$ cat config.mk
export PLATFORM = sky130hd
export DESIGN_NAME = spgd_update_engine_flat
export DESIGN_NICKNAME = d
export VERILOG_FILES = /design/src/rtl/spgd_update_engine_if.sv /design/src/rtl/spgd_update_engine.sv /design/src/flat_wrapper.sv
export SDC_FILE = /design/constraint.sdc
export NUM_CORES = 2
export LEC_CHECK = 0
export ABC_AREA = 0
export BUFFER_PORTS_ARGS = -buffer_cell sky130_fd_sc_hd__buf_2
export CAP_MARGIN = 20
export CORE_MARGIN = 2
export CORE_UTILIZATION = 45
export CTS_BUF_LIST = sky130_fd_sc_hd__clkbuf_16
export CTS_CLUSTER_DIAMETER = 150
export CTS_CLUSTER_SIZE = 10
export DETAILED_ROUTE_END_ITERATION = 8
export PLACE_DENSITY = 0.7
export SYNTH_ARGS = -nofsm -noshare
export SYNTH_HDL_FRONTEND = slang
export SYNTH_SLANG_ARGS = --single-unit
$ cat constraint.sdc
create_clock -name clk -period 10 [get_ports clk]
set_clock_uncertainty 0.1 [all_clocks]
set_input_delay 1 -clock clk [delete_from_list [all_inputs] [get_ports clk]]
set_output_delay 1 -clock clk [all_outputs]
set_load 0.01 [all_outputs]
$ cat src/rtl/spgd_update_engine_if.sv
// Handshake and data bundle between the SPGD update engine and its controller.
// master drives the commands and operands; slave is the engine side.
interface spgd_update_engine_if #(
    parameter int unsigned AdcWidth  = 12,
    parameter int unsigned DacWidth  = 14,
    parameter int unsigned GainWidth = 12,
    parameter int unsigned NumCh     = 4
);
    logic                      start;
    logic [AdcWidth-1:0]       j_p;
    logic [AdcWidth-1:0]       j_m;
    logic [GainWidth-1:0]      gain;
    logic [NumCh*DacWidth-1:0] delta_u;
    logic                      load;
    logic [NumCh*DacWidth-1:0] load_u;
    logic [NumCh*DacWidth-1:0] u_out;
    logic                      busy;
    logic                      done;
    logic [NumCh-1:0]          sat;

    modport master (
        output start, j_p, j_m, gain, delta_u, load, load_u,
        input  u_out, busy, done, sat
    );

    modport slave (
        input  start, j_p, j_m, gain, delta_u, load, load_u,
        output u_out, busy, done, sat
    );
endinterface

$ cat src/rtl/spgd_update_engine.sv
// Multi-channel SPGD control law: U[k] <= sat(U[k] + ((J+ - J-) * gain * delta_u[k]) >>> Shift),
// one channel per clock through a single shared multiplier.
module spgd_update_engine #(
    parameter int unsigned AdcWidth  = 12,
    parameter int unsigned DacWidth  = 14,
    parameter int unsigned GainWidth = 12,
    parameter int unsigned NumCh     = 4,
    parameter int unsigned Shift     = 8,
    parameter int unsigned UInit     = 8192
) (
    input logic                 clk,
    input logic                 rst,
    spgd_update_engine_if.slave eng_io
);

    localparam int unsigned GWidth = AdcWidth + GainWidth + 1;
    localparam int unsigned PWidth = GWidth + DacWidth;
    localparam int unsigned SWidth = PWidth + 1;
    localparam int unsigned ChW    = (NumCh > 1) ? $clog2(NumCh) : 1;
    localparam logic [DacWidth-1:0] UMax = '1;

    typedef enum logic [1:0] {StIdle, StGain, StUpd} state_e;

    state_e                    state_q, state_d;
    logic [ChW-1:0]            ch_q, ch_d;
    logic signed [AdcWidth:0]  dj_q, dj_d;
    logic [GainWidth-1:0]      gain_q, gain_d;
    logic [NumCh*DacWidth-1:0] delta_q, delta_d;
    logic signed [GWidth-1:0]  g_q, g_d;
    logic [DacWidth-1:0]       u_q [NumCh];
    logic [DacWidth-1:0]       u_d [NumCh];
    logic [NumCh-1:0]          sat_q, sat_d;
    logic                      done_q, done_d;

    logic signed [DacWidth-1:0] delta_ch;
    logic [DacWidth-1:0]        u_cur;
    logic signed [PWidth-1:0]   prod;
    logic signed [PWidth-1:0]   term;
    logic signed [SWidth-1:0]   sum;
    logic [DacWidth-1:0]        u_new;
    logic                       sat_new;

    // Per-channel datapath: full-width product, floor shift, then clamp to the DAC range.
    always_comb begin
        delta_ch = delta_q[int'(ch_q)*DacWidth +: DacWidth];
        u_cur    = u_q[ch_q];
        prod     = g_q * delta_ch;
        term     = prod >>> Shift;
        sum      = SWidth'(term) + $signed(SWidth'({1'b0, u_cur}));
        u_new    = sum[DacWidth-1:0];
        sat_new  = 1'b0;
        if (sum < 0) begin
            u_new   = '0;
            sat_new = 1'b1;
        end else if (sum > $signed(SWidth'(UMax))) begin
            u_new   = UMax;
            sat_new = 1'b1;
        end
    end

    always_comb begin
        state_d = state_q;
        ch_d    = ch_q;
        dj_d    = dj_q;
        gain_d  = gain_q;
        delta_d = delta_q;
        g_d     = g_q;
        u_d     = u_q;
        sat_d   = sat_q;
        done_d  = 1'b0;
        unique case (state_q)
            StIdle: begin
                if (eng_io.load) begin
                    for (int k = 0; k < NumCh; k++) begin
                        u_d[k] = eng_io.load_u[k*DacWidth +: DacWidth];
                    end
                    sat_d = '0;
                end else if (eng_io.start) begin
                    dj_d    = $signed({1'b0, eng_io.j_p}) - $signed({1'b0, eng_io.j_m});
                    gain_d  = eng_io.gain;
                    delta_d = eng_io.delta_u;
                    state_d = StGain;
                end
            end
            StGain: begin
                g_d     = dj_q * $signed({1'b0, gain_q});
                ch_d    = '0;
                state_d = StUpd;
            end
            StUpd: begin
                u_d[ch_q]   = u_new;
                sat_d[ch_q] = sat_new;
                if (ch_q == ChW'(NumCh - 1)) begin
                    state_d = StIdle;
                    done_d  = 1'b1;
                end else begin
                    ch_d = ch_q + ChW'(1);
                end
            end
            default: state_d = StIdle;
        endcase
    end

    always_ff @(posedge clk) begin
        if (rst) begin
            state_q <= StIdle;
            ch_q    <= '0;
            dj_q    <= '0;
            gain_q  <= '0;
            delta_q <= '0;
            g_q     <= '0;
            sat_q   <= '0;
            done_q  <= 1'b0;
            for (int k = 0; k < NumCh; k++) begin
                u_q[k] <= DacWidth'(UInit);
            end
        end else begin
            state_q <= state_d;
            ch_q    <= ch_d;
            dj_q    <= dj_d;
            gain_q  <= gain_d;
            delta_q <= delta_d;
            g_q     <= g_d;
            sat_q   <= sat_d;
            done_q  <= done_d;
            for (int k = 0; k < NumCh; k++) begin
                u_q[k] <= u_d[k];
            end
        end
    end

    assign eng_io.busy = (state_q != StIdle);
    assign eng_io.done = done_q;
    assign eng_io.sat  = sat_q;

    for (genvar k = 0; k < NumCh; k++) begin : g_uout
        assign eng_io.u_out[k*DacWidth +: DacWidth] = u_q[k];
    end

endmodule

$ cat src/flat_wrapper.sv
// flat-port wrapper written by rule: the top's interface ports become plain ports
module spgd_update_engine_flat 
#(
    parameter int unsigned AdcWidth  = 12,
    parameter int unsigned DacWidth  = 14,
    parameter int unsigned GainWidth = 12,
    parameter int unsigned NumCh     = 4,
    parameter int unsigned Shift     = 8,
    parameter int unsigned UInit     = 8192
)
  (clk, rst, eng_io_start, eng_io_j_p, eng_io_j_m, eng_io_gain, eng_io_delta_u, eng_io_load, eng_io_load_u, eng_io_u_out, eng_io_busy, eng_io_done, eng_io_sat);
  spgd_update_engine_if #(.AdcWidth(AdcWidth), .DacWidth(DacWidth), .GainWidth(GainWidth), .NumCh(NumCh)) eng_io_i ();
  input logic clk;
  input logic rst;
  input wire logic [$bits(eng_io_i.start)-1:0] eng_io_start;
  input wire logic [$bits(eng_io_i.j_p)-1:0] eng_io_j_p;
  input wire logic [$bits(eng_io_i.j_m)-1:0] eng_io_j_m;
  input wire logic [$bits(eng_io_i.gain)-1:0] eng_io_gain;
  input wire logic [$bits(eng_io_i.delta_u)-1:0] eng_io_delta_u;
  input wire logic [$bits(eng_io_i.load)-1:0] eng_io_load;
  input wire logic [$bits(eng_io_i.load_u)-1:0] eng_io_load_u;
  output wire logic [$bits(eng_io_i.u_out)-1:0] eng_io_u_out;
  output wire logic [$bits(eng_io_i.busy)-1:0] eng_io_busy;
  output wire logic [$bits(eng_io_i.done)-1:0] eng_io_done;
  output wire logic [$bits(eng_io_i.sat)-1:0] eng_io_sat;
  assign eng_io_i.start = eng_io_start;
  assign eng_io_i.j_p = eng_io_j_p;
  assign eng_io_i.j_m = eng_io_j_m;
  assign eng_io_i.gain = eng_io_gain;
  assign eng_io_i.delta_u = eng_io_delta_u;
  assign eng_io_i.load = eng_io_load;
  assign eng_io_i.load_u = eng_io_load_u;
  assign eng_io_u_out = eng_io_i.u_out;
  assign eng_io_busy = eng_io_i.busy;
  assign eng_io_done = eng_io_i.done;
  assign eng_io_sat = eng_io_i.sat;
  spgd_update_engine #(.AdcWidth(AdcWidth), .DacWidth(DacWidth), .GainWidth(GainWidth), .NumCh(NumCh), .Shift(Shift), .UInit(UInit)) u_core (.clk(clk), .rst(rst), .eng_io(eng_io_i));
endmodule
==> results.json <==
{
  "end_kind": "register",
  "num_io_pins": 214,
  "whs_ns": 0.357,
  "maxCapViolations": 0,
  "p_per_area_mw_per_mm2": 71.6,
  "finalCriticalPeriod_ns": 9.73,
  "rows": 89,
  "antenna_found_initial": 4,
  "nets": 4080,
  "die-width_um": 248,
  "grt_setup_unrepaired": "true",
  "setup_viol": 0,
  "cts-buffers-inserted": 17,
  "grt_usage_pct": 23.4,
  "design_area_mm2": 0.0302,
  "yosysMostFrequentCell": "inv_1",
  "cpMaxStageDelayCell": "mux4_2",
  "slew_headroom_pct": 31.4,
  "grt_pass1_wl_um": 115000,
  "cp_max_fo": 9,
  "clock_latency_ns": 0.47,
  "gp_congestion": 0.933,
  "dp_hpwl_um": 56700,
  "multi_input_area_mm2": 0.0212,
  "first_global_vias": 22600,
  "yosysTopAreaCellShare_pct": 35.3,
  "syn-cell-area_mm2": 0.0268,
  "max_freq_mhz": 103,
  "nFillCells": 5470,
  "vias_per_cell": 5.43,
  "drive_above_1_share_pct": 13.9,
  "yosys-top-cells-count": "inv_1, fa_1, nand2_1",
  "drv_slew": 0,
  "synth_ff_type": "dfxtp_1",
  "ctsHtreeMaxLevel": 4,
  "ys_seq_area_share_pct": 12.8,
  "synth_warnings": 0,
  "ys_ff_latch": 171,
  "cts-root-buf": "clkbuf_16",
  "worstPathRequired_ns": 10.21,
  "slowest_delay_ns": 0.66,
  "place_area_mm2": 0.0289,
  "syn_inst": 3094,
  "synth_area_leaders": "fa_1, dfxtp_1, ha_1, inv_1, nand2_1",
  "firstDrtPassIters": 6,
  "syn_to_final_growth_pct": 12.7,
  "yosysTopAreaCell": "fa_1",
  "min_path_type": "reg2reg",
  "final_util_pct": 51.2,
  "grt_start_max_net_pins": 99,
  "cpMostUsedCell": "buf_4",
  "cts_max_path_buffers": 2,
  "via_count": 22100,
  "synth_edf_count": 0,
  "initial_core_util_pct": 45.5,
  "die-area_mm2": 0.0616,
  "outcome": "completed",
  "hold_violations": 0,
  "die_h_um": 248,
  "seqCellArea_mm2": 0.00343,
  "report.power.total_mw": 2.16,
  "yosysUniqueCellTypes": 69,
  "ant_nets": 0,
  "max-vdd-ir-drop_mv": 0.107,
  "drc": 0,
  "drtIter0Drc": 1613,
  "p_leak_nw": 14.7,
  "grt-ovfl-total": 0,
  "cts_sinks": 171,
  "synth.net_count": 3895,
  "synthArstFlopShare_pct": 0,
  "timing.final.crit_share_pct": 97.3,
  "worst_pin_slew_ns": 1.03,
  "crit_path_start_kind": "register",
  "cts_tree": "done",
  "coreArea_mm2": 0.0590,
  "port_buffers": 213,
  "crit_type": "reg2reg",
  "clk_pin_slew_ns": 0.08,
  "routed_wl_um": 76100,
  "worstPathArrival_ns": 9.94,
  "syn_area_per_cell_um2": 8.67,
  "routedWlPerCell_um": 18.7
}
[stage by stage]
step	instances	TNS (ns)	setup slack, ns
after floorplan	3094	0	0.0331
after global placement	4005	-0.426	-0.0395
after detailed placement	4005	-5.14	-0.184
after CTS	4038	0	0.0404
after global routing	4064	-0.479	-0.0657
final	4069	0	0.267
[cell type report]
class | count | share of cell area (%)
multi-input cells | 2207 | 70.1
flip-flops and latches | 171 | 11.4
inverters | 569 | 7.07
repair buffers | 313 | 6.44
well taps | 773 | 3.20
clock buffers | 17 | 1.41
clock inverters | 14 | 0.435
diodes | 5 | 0.0414
[state kept, by name (all words and copies together), names as in the netlist]
register,count
u_core.ch_q,2
u_core.dj_q,13
u_core.g_q,25
u_core.eng_io.sat,4
u_core.eng_io.done,1
u_core.delta_q,56
u_core.state_q,2
u_core.gain_q,12
u_core.eng_io.u_out,56
[layout by cell type (no fill, tap or decap), drive strengths merged, types with 8 or more instances in the layout]
master,count
inv,578
fa,473
nand2,471
buf,311
and2,259
a21oi,215
ha,176
dfxtp,171
nor2,92
xnor2,61
o21ai,48
and3,38
mux4,33
o22ai,29
a21o,26
mux2i,26
nor3,24
a221oi,23
xor2,21
nand3,19
clkbuf,19
nand2b,17
a211oi,15
o211ai,12
o21bai,11
nor2b,11
or2,9
o21a,9
a31oi,9
a22oi,8
[power breakdown]
| part | internal [mW] | switching (mW) | total [mW] |
|---|---|---|---|
| clock network | 0.327 | 0.335 | 0.662 |
| logic | 0.297 | 0.419 | 0.716 |
| registers | 0.719 | 0.0663 | 0.785 |
| total | 1.34 | 0.820 | 2.16 |
[critical path: cells and delay by family, from the launching register on]
family | cells | cell delay (ns)
simple gates | 6 | 0.85
xor+xnor | 2 | 0.33
mux | 2 | 0.95
compound gates | 14 | 3.05
buf+inv | 10 | 1.13
fa+ha+maj | 8 | 2.76
flops | 1 | 0.40
[cell families after synthesis]
family,count (synthesis),synth area share [%]
DFF,171,12.8
xor gates and xnor gates,82,2.68
AOI/OAI and AO/OA,447,10.3
and+or+nand+nor,967,17.2
buffers and inverters,722,10.1
adders and majority gates,649,43.5
muxes,56,3.36
[worst paths after layout]
| path | from | to | slack, ns | cells after the start |
|---|---|---|---|---|
| worst max-delay path | u_core.ch_q[0] | u_core.eng_io.u_out[51] | 0.27 | 42 |
| worst min-delay path | u_core.delta_q[10] | u_core.delta_q[10] | 0.36 | 2 |
| worst max register to register | u_core.ch_q[0] | u_core.eng_io.u_out[51] | 0.27 | 42 |
| worst min register to register | u_core.delta_q[10] | u_core.delta_q[10] | 0.36 | 2 |
[layer usage]
metal	part of all wire (%)	global-route usage (%)	vias to the layer above
li1	-	-	10100
met1	41	30.7	11100
met2	49	39.9	755
met3	6.8	3.22	153
met4	3.6	8.02	6
met5	0.053	0	-
[what timing repair did]
action	CTS	global route
hold buffers	0	0
endpoints found under the setup margin	52	60
resized for setup	9	80
setup buffers	2	17
cloned	0	9
pin swaps	1	51
Note: power is estimated with default switching activity, not from simulation.
